### config.mk
export PLATFORM = sky130hd
export DESIGN_NAME = instruction_fetch_unit_flat
export DESIGN_NICKNAME = d
export VERILOG_FILES = /design/src/rtl/instruction_fetch_if.sv /design/src/rtl/instruction_fetch_unit.sv /design/src/flat_wrapper.sv
export SDC_FILE = /design/constraint.sdc
export NUM_CORES = 1
export LEC_CHECK = 0
export BUFFER_PORTS_ARGS = -buffer_cell sky130_fd_sc_hd__buf_2
export CORE_MARGIN = 2
export CORE_UTILIZATION = 51
export DETAILED_ROUTE_END_ITERATION = 6
export GPL_ROUTABILITY_DRIVEN = 0
export PLACE_DENSITY = 0.87
export SLEW_MARGIN = 15
export SYNTH_ARGS = -nofsm -noshare
export SYNTH_HDL_FRONTEND = slang
export SYNTH_SLANG_ARGS = --single-unit
### constraint.sdc
create_clock -name iClock -period 2.5 [get_ports iClock]
set_input_delay 0.125 -clock iClock [delete_from_list [all_inputs] [get_ports iClock]]
set_output_delay 0.125 -clock iClock [all_outputs]
set_load 0.05 [all_outputs]
### src/rtl/instruction_fetch_if.sv
// Fetch-stage bus: ROM address/data, execute-side control and the decoded IF/ID fields.
interface instruction_fetch_if #(
    parameter int unsigned ADDR_WIDTH = 16,
    parameter int unsigned INSN_WIDTH = 28
);
    logic [ADDR_WIDTH-1:0] oAddress;
    logic [INSN_WIDTH-1:0] iInstruction;
    logic                  iStall;
    logic                  iRedirect;
    logic [ADDR_WIDTH-1:0] iRedirectAddr;
    logic                  oValid;
    logic [ADDR_WIDTH-1:0] oPC;
    logic [3:0]            oOperation;
    logic [7:0]            oDestination;
    logic [7:0]            oSource1;
    logic [7:0]            oSource0;
    logic [15:0]           oImmediate;
    logic                  oBusy;

    // Fetch unit side
    modport master (
        output oAddress, oValid, oPC, oOperation, oDestination,
               oSource1, oSource0, oImmediate, oBusy,
        input  iInstruction, iStall, iRedirect, iRedirectAddr
    );

    // ROM / execute-stage side
    modport slave (
        input  oAddress, oValid, oPC, oOperation, oDestination,
               oSource1, oSource0, oImmediate, oBusy,
        output iInstruction, iStall, iRedirect, iRedirectAddr
    );
endinterface

### src/rtl/instruction_fetch_unit.sv
// Instruction fetch front end: owns the PC, drives the combinational ROM address,
// captures the returned word into IF/ID and exposes its fields as registered slices.
// Optional feature macro: FETCH_NOP_DELAY_EN (NOP with nonzero payload inserts N bubbles).
module instruction_fetch_unit #(
    parameter int unsigned          ADDR_WIDTH = 16,
    parameter int unsigned          INSN_WIDTH = 28,
    parameter logic [3:0]           NOP_OPCODE = 4'd0,
    parameter logic [ADDR_WIDTH-1:0] RESET_PC  = '0
) (
    input  logic iClock,
    input  logic iReset_n,
    instruction_fetch_if.master bus
);

    localparam int unsigned DELAY_WIDTH = INSN_WIDTH - 4;

    logic [ADDR_WIDTH-1:0] pc_q,    pc_d;
    logic [INSN_WIDTH-1:0] ifid_q,  ifid_d;
    logic                  valid_q, valid_d;
    logic [ADDR_WIDTH-1:0] fpc_q,   fpc_d;

`ifdef FETCH_NOP_DELAY_EN
    logic [DELAY_WIDTH-1:0] cnt_q,  cnt_d;
    logic                   busy_q, busy_d;
`endif

    // Next-state selection: redirect > stall > delay countdown > normal fetch
    always_comb begin
        pc_d    = pc_q;
        ifid_d  = ifid_q;
        valid_d = valid_q;
        fpc_d   = fpc_q;
`ifdef FETCH_NOP_DELAY_EN
        cnt_d   = cnt_q;
        busy_d  = busy_q;
`endif
        if (bus.iRedirect) begin
            pc_d    = bus.iRedirectAddr;
            ifid_d  = '0;
            valid_d = 1'b0;
`ifdef FETCH_NOP_DELAY_EN
            cnt_d   = '0;
            busy_d  = 1'b0;
`endif
        end else if (bus.iStall) begin
            // everything holds, including the delay counter
            pc_d = pc_q;
`ifdef FETCH_NOP_DELAY_EN
        end else if (cnt_q != '0) begin
            // bubble: PC holds, IF/ID marked empty
            valid_d = 1'b0;
            cnt_d   = cnt_q - DELAY_WIDTH'(1);
            busy_d  = (cnt_q != DELAY_WIDTH'(1));
`endif
        end else begin
            ifid_d  = bus.iInstruction;
            fpc_d   = pc_q;
            valid_d = 1'b1;
            pc_d    = pc_q + ADDR_WIDTH'(1);
`ifdef FETCH_NOP_DELAY_EN
            if ((bus.iInstruction[INSN_WIDTH-1 -: 4] == NOP_OPCODE) &&
                (bus.iInstruction[DELAY_WIDTH-1:0] != '0)) begin
                cnt_d  = bus.iInstruction[DELAY_WIDTH-1:0];
                busy_d = 1'b1;
            end
`endif
        end
    end

    // Fetch state registers
    always_ff @(posedge iClock or negedge iReset_n) begin
        if (!iReset_n) begin
            pc_q    <= RESET_PC;
            ifid_q  <= '0;
            valid_q <= 1'b0;
            fpc_q   <= '0;
        end else begin
            pc_q    <= pc_d;
            ifid_q  <= ifid_d;
            valid_q <= valid_d;
            fpc_q   <= fpc_d;
        end
    end

`ifdef FETCH_NOP_DELAY_EN
    // NOP-delay counter and its registered busy flag
    always_ff @(posedge iClock or negedge iReset_n) begin
        if (!iReset_n) begin
            cnt_q  <= '0;
            busy_q <= 1'b0;
        end else begin
            cnt_q  <= cnt_d;
            busy_q <= busy_d;
        end
    end

    assign bus.oBusy = busy_q;
`else
    assign bus.oBusy = 1'b0;
`endif

    // Outputs are straight taps of the registers
    assign bus.oAddress     = pc_q;
    assign bus.oValid       = valid_q;
    assign bus.oPC          = fpc_q;
    assign bus.oOperation   = ifid_q[27:24];
    assign bus.oDestination = ifid_q[23:16];
    assign bus.oSource1     = ifid_q[15:8];
    assign bus.oSource0     = ifid_q[7:0];
    assign bus.oImmediate   = ifid_q[15:0];

endmodule

### src/flat_wrapper.sv
// flat-port wrapper written by rule: the top's interface ports become plain ports
module instruction_fetch_unit_flat 
#(
    parameter int unsigned          ADDR_WIDTH = 16,
    parameter int unsigned          INSN_WIDTH = 28,
    parameter logic [3:0]           NOP_OPCODE = 4'd0,
    parameter logic [ADDR_WIDTH-1:0] RESET_PC  = '0
)
  (iClock, iReset_n, bus_oAddress, bus_oValid, bus_oPC, bus_oOperation, bus_oDestination, bus_oSource1, bus_oSource0, bus_oImmediate, bus_oBusy, bus_iInstruction, bus_iStall, bus_iRedirect, bus_iRedirectAddr);
  instruction_fetch_if #(.ADDR_WIDTH(ADDR_WIDTH), .INSN_WIDTH(INSN_WIDTH)) bus_i ();
  input  logic iClock;
  input  logic iReset_n;
  output wire logic [$bits(bus_i.oAddress)-1:0] bus_oAddress;
  output wire logic [$bits(bus_i.oValid)-1:0] bus_oValid;
  output wire logic [$bits(bus_i.oPC)-1:0] bus_oPC;
  output wire logic [$bits(bus_i.oOperation)-1:0] bus_oOperation;
  output wire logic [$bits(bus_i.oDestination)-1:0] bus_oDestination;
  output wire logic [$bits(bus_i.oSource1)-1:0] bus_oSource1;
  output wire logic [$bits(bus_i.oSource0)-1:0] bus_oSource0;
  output wire logic [$bits(bus_i.oImmediate)-1:0] bus_oImmediate;
  output wire logic [$bits(bus_i.oBusy)-1:0] bus_oBusy;
  input wire logic [$bits(bus_i.iInstruction)-1:0] bus_iInstruction;
  input wire logic [$bits(bus_i.iStall)-1:0] bus_iStall;
  input wire logic [$bits(bus_i.iRedirect)-1:0] bus_iRedirect;
  input wire logic [$bits(bus_i.iRedirectAddr)-1:0] bus_iRedirectAddr;
  assign bus_oAddress = bus_i.oAddress;
  assign bus_oValid = bus_i.oValid;
  assign bus_oPC = bus_i.oPC;
  assign bus_oOperation = bus_i.oOperation;
  assign bus_oDestination = bus_i.oDestination;
  assign bus_oSource1 = bus_i.oSource1;
  assign bus_oSource0 = bus_i.oSource0;
  assign bus_oImmediate = bus_i.oImmediate;
  assign bus_oBusy = bus_i.oBusy;
  assign bus_i.iInstruction = bus_iInstruction;
  assign bus_i.iStall = bus_iStall;
  assign bus_i.iRedirect = bus_iRedirect;
  assign bus_i.iRedirectAddr = bus_iRedirectAddr;
  instruction_fetch_unit #(.ADDR_WIDTH(ADDR_WIDTH), .INSN_WIDTH(INSN_WIDTH), .NOP_OPCODE(NOP_OPCODE), .RESET_PC(RESET_PC)) u_core (.iClock(iClock), .iReset_n(iReset_n), .bus(bus_i));
endmodule
==> impl_metrics.prom <==
# TYPE chip_impl_metric gauge
chip_impl_info{name="run_status",value="complete, no violations"} 1
chip_impl_metric{name="pwr-share-seq",unit="%"} 42.9
chip_impl_metric{name="area_of_all_placed_cells_without_fillers",unit="um2"} 3580
chip_impl_metric{name="p_leak",unit="nW"} 1.91
chip_impl_metric{name="power_per_cell_area",unit="nW/um2"} 770
chip_impl_metric{name="placement_stage_cell_area",unit="um2"} 3380
chip_impl_metric{name="finish.cell_count_without_fillers",unit=""} 432
chip_impl_metric{name="synth.distinct_cells",unit=""} 32
chip_impl_metric{name="power.share.switching",unit="%"} 37.5
chip_impl_metric{name="synth_area",unit="um2"} 2830
chip_impl_metric{name="die_width",unit="um"} 78.5
chip_impl_info{name="timing.critical_path.to_type",value="flop"} 1
chip_impl_metric{name="max_slew_violation_count",unit=""} 0
chip_impl_metric{name="max_freq",unit="MHz"} 598
chip_impl_info{name="cts_root_buffer",value="sky130_fd_sc_hd__clkbuf_8"} 1
chip_impl_info{name="timing.hold.worst.start",value="bus_iRedirectAddr[0]"} 1
chip_impl_metric{name="critPathArrivalTime",unit="ns"} 1.88
chip_impl_metric{name="cts_sinks",unit=""} 61
chip_impl_metric{name="synth-seq-area-share",unit="%"} 53.9
chip_impl_metric{name="hold_viol",unit=""} 0
chip_impl_metric{name="layout.core_utilization",unit="%"} 65.7
chip_impl_metric{name="core.rowCount",unit=""} 27
chip_impl_info{name="synth_common_cells",value="sky130_fd_sc_hd__dfrtp_1, sky130_fd_sc_hd__nor2_1, sky130_fd_sc_hd__mux2i_1"} 1
chip_impl_info{name="min_path_type",value="primary input to flop"} 1
chip_impl_metric{name="drt-initial-drc-count",unit=""} 124
chip_impl_metric{name="placed_cells_incl_taps",unit=""} 414
chip_impl_metric{name="synth_enable_flop_cells",unit=""} 0
chip_impl_metric{name="tns",unit="ns"} 0
chip_impl_info{name="timing.rr.start",value="u_core.bus.oAddress[0]"} 1
chip_impl_metric{name="firstDrtPassIters",unit=""} 4
chip_impl_metric{name="per_cell_via_count_in_the_routed_design",unit=""} 4.96
chip_impl_info{name="yosys.area.top_type",value="sky130_fd_sc_hd__dfrtp_1"} 1
chip_impl_metric{name="htreeDepth",unit=""} 3
chip_impl_metric{name="reg_to_reg_setup_timing_slack",unit="ns"} 0.83
chip_impl_metric{name="cp_max_fo",unit=""} 6
chip_impl_metric{name="r2r_cells",unit=""} 5
chip_impl_metric{name="vias",unit=""} 2143
chip_impl_metric{name="clock_tree.buffer_depth",unit=""} 2
chip_impl_metric{name="maxCapViolCount",unit=""} 0
chip_impl_metric{name="layout_min_cycle_time",unit="ns"} 1.67
chip_impl_info{name="cts_tree",value="done"} 1
chip_impl_metric{name="core_area",unit="um2"} 5440
chip_impl_metric{name="die_area",unit="um2"} 6160
chip_impl_info{name="highest-signal-layer",value="met4"} 1
chip_impl_metric{name="final_net_count",unit=""} 404
chip_impl_metric{name="cts_made_buffers",unit=""} 9
chip_impl_metric{name="largest_net_degree_at_the_start_of_global_routing",unit=""} 64
chip_impl_info{name="yosys_most_used_dff",value="sky130_fd_sc_hd__dfrtp_1"} 1
chip_impl_metric{name="antenna_violations_before_repair",unit=""} 0
chip_impl_metric{name="cts_repair_resize_count",unit=""} 0
chip_impl_metric{name="syn_inst",unit=""} 243
chip_impl_metric{name="num_antenna_cells",unit=""} 0
chip_impl_metric{name="m1WireLength",unit="mm"} 2.50
chip_impl_metric{name="postLayoutSetupSlackWorst",unit="ns"} 0.828
chip_impl_metric{name="cellInternalPower",unit="mW"} 1.72
chip_impl_metric{name="async_flop_share",unit="%"} 100
chip_impl_metric{name="globalRoute.totalOverflow",unit=""} 0
chip_impl_metric{name="worstPathRequired",unit="ns"} 2.71
chip_impl_info{name="post_synth_main_area_contributors",value="sky130_fd_sc_hd__dfrtp_1, sky130_fd_sc_hd__mux2i_1, sky130_fd_sc_hd__mux2_2"} 1
chip_impl_info{name="critPathKind",value="flop to flop"} 1
chip_impl_metric{name="cts_post_setup_buffers_inserted",unit=""} 0
chip_impl_metric{name="dpl.hpwl",unit="mm"} 4.28
chip_impl_metric{name="power.share.clock",unit="%"} 27.6
chip_impl_metric{name="io-pin-count",unit=""} 126
chip_impl_info{name="worst_flop_to_flop_path_endpoint",value="u_core.bus.oAddress[14]"} 1
chip_impl_metric{name="first_global_vias",unit=""} 2123
chip_impl_metric{name="numPortBuffers",unit=""} 124
chip_impl_metric{name="timing.slew.headroom",unit="%"} 41.2
chip_impl_metric{name="dr_wl_met2",unit="mm"} 2.95
chip_impl_metric{name="finalSetupViolCount",unit=""} 0
chip_impl_info{name="grt_setup_unrepaired",value="no"} 1
chip_impl_metric{name="detailedPlace.worstSlack",unit="ns"} 0.850
chip_impl_metric{name="postRouteWirelength",unit="mm"} 5.94
chip_impl_metric{name="grt_usage",unit="%"} 20.4
chip_impl_metric{name="die_height",unit="um"} 78.5
chip_impl_info{name="synthMostInstantiatedCell",value="sky130_fd_sc_hd__dfrtp_1"} 1
chip_impl_metric{name="synth_area_per_cell",unit="um2"} 11.6
chip_impl_metric{name="synth_top_area_share",unit="%"} 53.9
chip_impl_metric{name="wire_per_inst",unit="um"} 13.8
chip_impl_metric{name="postSynthNetCount",unit=""} 292
chip_impl_info{name="timing.critical_path.from_type",value="flop"} 1
chip_impl_metric{name="p_sw",unit="mW"} 1.03
chip_impl_metric{name="worstMarginPinSlew",unit="ns"} 0.882
chip_impl_metric{name="syn_to_final_growth",unit="%"} 26.3
chip_impl_metric{name="grt_pass1_wl",unit="mm"} 9.78
chip_impl_metric{name="combinationalPowerShare",unit="%"} 29.5
chip_impl_metric{name="synth_seq_cells",unit=""} 61
chip_impl_metric{name="ir_drop",unit="uV"} 442
chip_impl_metric{name="worst_hold_path.num_cells",unit=""} 3
chip_impl_metric{name="clkLatencyLatePin",unit="ns"} 0.33
chip_impl_metric{name="floorplan.initialDensity",unit="%"} 52.0
chip_impl_metric{name="layout_worst_path_cycle_share",unit="%"} 66.9
chip_impl_metric{name="wl_met3",unit="um"} 311
chip_impl_metric{name="clkSlewWorstSetupHoldPaths",unit="ns"} 0.06
chip_impl_metric{name="drive_above_1_share",unit="%"} 45.8
chip_impl_metric{name="drtAntennaViolNets",unit=""} 0
chip_impl_metric{name="fin_skew",unit="ns"} 0.00627
chip_impl_info{name="min_delay_worst_endpoint",value="u_core.bus.oAddress[0]"} 1
chip_impl_metric{name="drc",unit=""} 0
chip_impl_metric{name="synth_warnings",unit=""} 0
layer usage:
| metal | vias to the layer above | global-route usage, % |
|---|---|---|
| met1 | 1029 | 25.3 |
| met5 | - | 0 |
| met2 | 72 | 33.1 |
| li1 | 1026 | - |
| met4 | 0 | 10.9 |
| met3 | 16 | 5.06 |
state kept, by name (all words and copies together), names as in the netlist:
name,flops
u_core.ifid_q,28
u_core.bus.oAddress,16
u_core.bus.oPC,16
u_core.bus.oValid,1
cells in the final DEF, fill, tap and decap left out, types with 2 or more instances in the layout:
cell and count:
sky130_fd_sc_hd__buf_2 124, sky130_fd_sc_hd__buf_4 4, sky130_fd_sc_hd__clkbuf_1 4, sky130_fd_sc_hd__clkbuf_8 11
sky130_fd_sc_hd__dfrtp_1 61, sky130_fd_sc_hd__dlygate4sd3_1 2, sky130_fd_sc_hd__inv_1 4, sky130_fd_sc_hd__mux2_2 16
sky130_fd_sc_hd__mux2i_1 30, sky130_fd_sc_hd__nand2_1 19, sky130_fd_sc_hd__nand3_4 2, sky130_fd_sc_hd__nand4_1 2
sky130_fd_sc_hd__nor2_1 32, sky130_fd_sc_hd__nor2b_1 2, sky130_fd_sc_hd__nor3_1 4, sky130_fd_sc_hd__nor4_2 3
sky130_fd_sc_hd__o21ai_0 12, sky130_fd_sc_hd__o21ai_1 2, sky130_fd_sc_hd__xnor2_1 11, sky130_fd_sc_hd__xor2_1 2
worst max-delay path, stage by stage, from the launching register on:
cell                       delay, ns
sky130_fd_sc_hd__dfrtp_1        0.47
sky130_fd_sc_hd__ha_1           0.25
sky130_fd_sc_hd__nand3b_4       0.13
sky130_fd_sc_hd__nor4_2         0.34
sky130_fd_sc_hd__nor3b_1        0.09
sky130_fd_sc_hd__a221o_1        0.28
stage by stage:
stage	hold slack, ns	total power [mW]
after floorplan	-0.171	1.81
after global placement	0.144	2.00
after detailed placement	0.155	2.01
after CTS	0.000929	2.78
after global routing	0.00975	2.88
final	0.00830	2.75
logic make-up (layout without fill, tap and decap cells):
kind of cell	after synthesis	count (layout)	share of synthesized area [%]
adders and majority gates	1	1	0.442
and+or+nand+nor	71	71	14.1
DFF	61	61	53.9
buffers and inverters	33	150	7.12
muxes	46	46	17.0
other	1	1	0.132
AOI/OAI and AO/OA	17	17	3.27
xor gates and xnor gates	13	13	4.02
layout make-up:
| cell class | instances | area [um2] |
|---|---|---|
| flip-flops and latches | 61 | 1530 |
| clock inverters | 1 | 5.00 |
| well taps | 72 | 90.1 |
| inverters | 4 | 15.0 |
| fillers | 443 | 1860 |
| multi-input cells | 149 | 1100 |
| clock buffers | 15 | 166 |
| repair buffers | 130 | 671 |
worst max path at each step:
stage | start | slack, ns | to | depth (start not counted)
after floorplan | u_core.bus.oAddress[0] | 0.62 | u_core.bus.oAddress[14] | 5
after global placement | u_core.bus.oAddress[0] | 0.92 | u_core.bus.oAddress[14] | 5
after detailed placement | u_core.bus.oAddress[0] | 0.85 | u_core.bus.oAddress[14] | 5
after CTS | u_core.bus.oAddress[0] | 0.83 | u_core.bus.oAddress[14] | 5
after global routing | u_core.bus.oAddress[0] | 0.76 | u_core.bus.oAddress[14] | 5
final | u_core.bus.oAddress[0] | 0.83 | u_core.bus.oAddress[14] | 5
power by group through the flow:
stage                     clock [mW]  sequential (mW)  combinational (mW)
after global routing           0.827             1.20               0.856
after floorplan                    0             1.56               0.256
after detailed placement           0             1.20               0.815
final                          0.759             1.18               0.812
after global placement             0             1.19               0.804
after CTS                      0.778             1.18               0.819
what timing repair did:
action,in CTS,in global routing
endpoints found under the hold margin,62,0
setup endpoints to repair,0,0
hold buffers,2,0
(Power assumes the default switching activity.)
